<file path="src/rtl/train_sequencer.sv">
// train_sequencer
//   Clocked training controller. On start it walks epoch_count training
//   epochs. Each epoch has four phases:
//     - weight load
//     - forward pass
//     - cost backprop
//     - weight update
//   For every beat it drives the weight storage, systolic array and input
//   loader strobes, together with the layer and row indices.
//
// Ports
//   clk, reset_n           clock, asynchronous active-low reset
//   start, epoch_count     begin a run of epoch_count epochs (sampled in IDLE)
//   hold                   stall the current beat (strobes forced low)
//   abort                  return to IDLE on the next edge, no done pulse
//   busy, done             run in progress / one-cycle completion pulse
//   epoch_remaining        epochs left, including the current one
//   w_layer_index          layer addressed this beat
//   w_row_index            row addressed this beat
//   is_load, load_w        weight row read from storage / written into the array
//   i_is_load, use_z       fetch an input row / use the previous layer's z
//   backprop_cost          backprop a cost row
//   is_update              update weight storage by dc_dw
module train_sequencer #(
  parameter int SIZE        = 3,
  parameter int LAYER_COUNT = 2,
  parameter int EPOCH_W     = 16,
  parameter int IDX_W       = 8
) (
  input  logic               clk,
  input  logic               reset_n,
  input  logic               start,
  input  logic [EPOCH_W-1:0] epoch_count,
  input  logic               hold,
  input  logic               abort,
  output logic               busy,
  output logic               done,
  output logic [EPOCH_W-1:0] epoch_remaining,
  output logic [IDX_W-1:0]   w_layer_index,
  output logic [IDX_W-1:0]   w_row_index,
  output logic               is_load,
  output logic               load_w,
  output logic               i_is_load,
  output logic               use_z,
  output logic               backprop_cost,
  output logic               is_update
);

  typedef enum logic [2:0] {IDLE, LOAD, FWD, COST, UPDATE, DONE} state_t;

  localparam logic [IDX_W-1:0] LAST_ROW   = IDX_W'(SIZE - 1);
  localparam logic [IDX_W-1:0] LAST_LAYER = IDX_W'(LAYER_COUNT - 1);

  state_t             state;
  logic [IDX_W-1:0]   l;
  logic [IDX_W-1:0]   r;
  logic               row_last;
  logic [EPOCH_W-1:0] epoch_next;

  assign row_last   = (r == LAST_ROW);
  // The epoch count never wraps below zero.
  assign epoch_next = (epoch_remaining != '0) ? epoch_remaining - EPOCH_W'(1) : '0;

  always_ff @(posedge clk or negedge reset_n) begin
    if (!reset_n) begin
      state           <= IDLE;
      l               <= '0;
      r               <= '0;
      epoch_remaining <= '0;
    end else if (abort) begin
      state           <= IDLE;
      l               <= '0;
      r               <= '0;
      epoch_remaining <= '0;
    end else begin
      case (state)
        IDLE: begin
          if (start) begin
            l <= '0;
            r <= '0;
            if (epoch_count != '0) begin
              epoch_remaining <= epoch_count;
              state           <= LOAD;
            end else begin
              state <= DONE;
            end
          end
        end
        // LOAD and FWD walk the layers in the same ascending order; only
        // their exit targets differ.
        LOAD, FWD: begin
          if (!hold) begin
            if (!row_last) begin
              r <= r + IDX_W'(1);
            end else begin
              r <= '0;
              if (l != LAST_LAYER) begin
                l <= l + IDX_W'(1);
              end else if (state == LOAD) begin
                l     <= '0;
                state <= FWD;
              end else begin
                l     <= LAST_LAYER;
                state <= COST;
              end
            end
          end
        end
        COST: begin
          if (!hold) begin
            if (!row_last) begin
              r <= r + IDX_W'(1);
            end else begin
              r     <= '0;
              l     <= LAST_LAYER;
              state <= UPDATE;
            end
          end
        end
        // UPDATE walks the layers from last to first.
        UPDATE: begin
          if (!hold) begin
            if (!row_last) begin
              r <= r + IDX_W'(1);
            end else begin
              r <= '0;
              if (l != '0) begin
                l <= l - IDX_W'(1);
              end else begin
                epoch_remaining <= epoch_next;
                l               <= '0;
                state           <= (epoch_next != '0) ? LOAD : DONE;
              end
            end
          end
        end
        DONE:    state <= IDLE;
        default: state <= IDLE;
      endcase
    end
  end

  // Strobes are decoded from the registered state and are suppressed while
  // the beat is held. The indices stay visible during a hold.
  assign busy          = (state != IDLE) && (state != DONE);
  assign done          = (state == DONE);
  assign w_layer_index = l;
  assign w_row_index   = r;
  assign is_load       = (state == LOAD) && !hold;
  assign load_w        = (state == LOAD) && !hold;
  assign i_is_load     = (state == FWD) && (l == '0) && !hold;
  assign use_z         = (((state == FWD) && (l != '0)) || (state == COST)) && !hold;
  assign backprop_cost = (state == COST) && !hold;
  assign is_update     = (state == UPDATE) && !hold;

endmodule

</file>
<file path="config.mk">
export PLATFORM = sky130hd
export DESIGN_NAME = train_sequencer
export DESIGN_NICKNAME = d
export VERILOG_FILES = /design/src/rtl/train_sequencer.sv
export SDC_FILE = /design/constraint.sdc
export NUM_CORES = 1
export LEC_CHECK = 0
export ABC_CLOCK_PERIOD_IN_PS = 2200
export BUFFER_PORTS_ARGS = -buffer_cell sky130_fd_sc_hd__buf_4
export CORE_ASPECT_RATIO = 0.6
export CORE_MARGIN = 2
export CORE_UTILIZATION = 30
export CTS_CLUSTER_SIZE = 14
export DETAILED_ROUTE_END_ITERATION = 10
export GPL_TIMING_DRIVEN = 0
export MAX_ROUTING_LAYER = met4
export PLACE_DENSITY_LB_ADDON = 0.08
export SYNTH_ARGS = -nofsm -noshare
export SYNTH_HDL_FRONTEND = slang
export SYNTH_SLANG_ARGS = --single-unit
</file>
<file path="constraint.sdc">
create_clock -name clk -period 2.2 [get_ports clk]
set_input_delay 0.44 -clock clk [delete_from_list [all_inputs] [get_ports clk]]
set_output_delay 0.44 -clock clk [all_outputs]
set_load 0.02 [all_outputs]
</file>
==> flow_summary_export.csv <==
group,metric,value,unit
cells_and_area,fillers,906,
run,cap_violations,0,
pwr,peakVddDrop,0.000678,V
cells_and_area,layout_common_cells,"buf_4 (111), nand2_1 (28), nor2_1 (26)",
logic_synthesis,synth-edff-count,0,
clock_network,cts_tree,"done",
logic_synthesis,synth_fa_ha_area_share,3.04,%
worst_setup_path,cpMaxStageDelayCell,"or4b_4",
logic_synthesis,synthCells,369,
cells_and_area,final_nets,509,
drt,wl,12.5,mm
die,ioPinCount,61,
die,die_area,0.0104,sq mm
clock_network,htreeDepth,2,
grt,grt.total_usage,23.7,%
drt,route.antenna.remaining_nets,0,
drt,avgRoutedWirePerCell,20.5,microns
cells_and_area,multi_input_area,0.00245,sq mm
timing,worst_slack,-0.156,ns
clock_network,cts_hold_buf,0,
die,core,0.00926,sq mm
cells_and_area,area_delta_synth_final,66.6,%
worst_setup_path,cp_top_family,"simple AND/OR/NAND/NOR gates",
logic_synthesis,synth_compound_area_share,28.3,%
logic_synthesis,yosysSeqAreaShare,30.4,%
cells_and_area,num_antenna_cells,0,
worst_setup_path,crit_path_end_kind,"flop",
worst_setup_path,crit_chain,"inv_2 > ha_4 > or4b_4 > or2_4 > a21boi_4 > a41oi_4 > buf_6 > a22o_1",
worst_setup_path,r2r_slack,-0.16,ns
timing,setup_tns,-2.46,ns
logic_synthesis,yosysWarnings,0,
logic_synthesis,synthDistinctLibCells,66,
grt,gr-usage-met1,37.6,%
placed_design,dp_slack,-0.512,ns
grt,use_met3,7.24,%
logic_synthesis,ys_seq_elements,35,
clock_network,cts_buffers,5,
placed_design,place_congestion,0.968,
timing,slew_headroom,46.5,%
cells_and_area,final_layout_size_suffix_gt1_share,51.2,%
logic_synthesis,syn_nets,397,
clock_network,cts_sinks,35,
outcome,violations,"setup timing",
logic_synthesis,synth-xor-area-share,2.73,%
placed_design,hpwlAfterDp,7.83,mm
pwr,finalPower,7190,uW
grt,antenna_found_initial,0,
timing,max_freq,425,MHz
worst_setup_path,crit_required,2.38,ns
worst_setup_path,cp_max_fo,7,
drt,vias,3508,
grt,grt-ovfl-total,0,
logic_synthesis,synthArstFlopShare,100,%
clock_network,cts_buffer_depth,2,
cells_and_area,seq_area,891,sq um
placed_design,portBuffers,59,
timing,finalHoldViolCount,0,
timing,worst_pin_slew,0.802,ns
cells_and_area,final_util,51.9,%
grt,grt_pass1_wl,18.0,mm
worst_setup_path,critPathLaunchType,"flop",
timing,min_period,2.36,ns
logic_synthesis,yosys_most_used_dff,"dfrtp_1",
logic_synthesis,yosys-mux-area-fraction,0.347,%
die,fp.dieH,79.9,microns
drt,drtIter0Drc,299,
die,initial_core_util,31.2,%
timing,slew_viol_final,0,
die,num_rows,27,
timing,rsz0062_at_grt,"true",
worst_hold_path,hp-class,"input pin to asynchronous set/reset pin",
timing,skew,0.00424,ns
drt,drc,0,
grt,gr-usage-met2,28.2,%
grt,top_usage_layer,"met1",
timing,holdWs,0.130,ns
drt,routed_via_density,5.73,
worst_setup_path,crit_type,"flop to flop",
logic_synthesis,synthSimpleGateAreaFrac,28.1,%
logic_synthesis,synth_top_family_by_area,"compound AO/OA/AOI/OAI gates",
pwr,powerDensity,1500,mW/mm^2
die,die-width,131,microns
grt,grt_pass1_vias,3121,
logic_synthesis,syn_area,0.00288,sq mm
timing,finalSetupViolCount,27,
grt,grt_max_degree,36,
cells_and_area,final_common_cell,"buf_4",
pwr,p_leak,0.00198,uW
clock_network,clock_latency,0.29,ns
drt,first_pass_iters,5,
worst_setup_path,cpPeakStageDelay,0.49,ns
outcome,status,"finished with violations",
worst_setup_path,crit_arrival,2.53,ns
clock_network,path_clk_slew,0.06,ns
logic_synthesis,syn_avg_cell_area,7.82,sq um
worst_setup_path,path_buf_inv,2,
timing,period_share,107,%
clock_network,root_buffer,"clkbuf_16",
-- power by group --
group          leakage (uW)  internal, uW  switching, uW
clock             0.0000652           423            302
sequential         0.000452           835            396
combinational       0.00147          2380           2860
-- sequential cells by signal, indices dropped and copies added, names as in the netlist --
| signal | flops |
|---|---|
| epoch_remaining | 16 |
| state | 3 |
| w_layer_index | 8 |
| w_row_index | 8 |
-- worst paths after layout --
kind                                      start             endpoint  cells past startpoint
worst max-delay path             w_row_index[0]  epoch_remaining[12]                      8
worst min-delay path                    reset_n   epoch_remaining[3]                      1
worst max register to register   w_row_index[0]  epoch_remaining[12]                      8
worst min register to register   w_row_index[3]       w_row_index[3]                      1
max in group asynchronous               reset_n             state[0]                      1
min in group clk                epoch_count[10]  epoch_remaining[10]                      3
-- logic make-up (layout without fill, tap and decap cells) --
| logic type | Yosys count | count (layout) |
|---|---|---|
| fa+ha+maj | 7 | 7 |
| compound gates | 121 | 122 |
| buf+inv | 43 | 154 |
| simple gates | 153 | 154 |
| xor+xnor | 9 | 9 |
| mux | 1 | 1 |
| flops | 35 | 35 |
-- cells in the mapped netlist, drive strengths merged (3+ instances only) --
cell / count / share of area, %
nor2: 31 / 4.0
a41oi: 3 / 0.91
nor3b: 3 / 0.95
o31ai: 14 / 3.6
buf: 14 / 3.3
nand2b: 4 / 0.87
nor4: 13 / 3.0
nand3: 10 / 1.7
or2: 3 / 0.65
inv: 9 / 1.2
clkbuf: 20 / 2.6
xor2: 3 / 0.91
a31oi: 4 / 0.87
nand4: 3 / 0.65
nor3: 17 / 3.1
or4b: 3 / 1.0
nand2: 37 / 4.8
or3: 9 / 2.0
dfrtp: 35 / 30
or4: 5 / 1.6
ha: 7 / 3.0
and3: 6 / 1.3
and2: 3 / 0.65
o41ai: 6 / 2.1
or3b: 3 / 0.91
o21ai: 36 / 6.2
xnor2: 6 / 1.8
a21oi: 25 / 4.3
a2111oi: 3 / 0.91
-- routing by layer --
metal	up-vias	routed length, microns
met1	1711	6420
met3	13	1140
li1	1628	-
met5	-	0
met4	0	110
met2	156	4870
-- final cells by class --
class                           count  area share, %
Sequential cell                    35           18.5
Tap cell                          130           3.38
Inverter                            9          0.781
Buffer                             22           4.61
Multi-Input combinational cell    293           51.0
Timing Repair Buffer              115           18.8
Clock buffer                        8           2.84
-- through the flow --
| stage | area (sq um) | instances |
|---|---|---|
| detailed placement | 3610 | 558 |
| global route | 4810 | 612 |
| CTS | 4270 | 587 |
| global placement | 3610 | 558 |
| floorplan | 3010 | 369 |
| finish | 4810 | 612 |
-- what timing repair did --
action,4_1_cts,5_1_grt
endpoints found under the setup margin,42,36
pin swaps,23,22
setup buffers,29,24
endpoints found under the hold margin,0,0
cloned,3,3
resized for setup,71,82
Note: power is estimated with default switching activity, not from simulation.
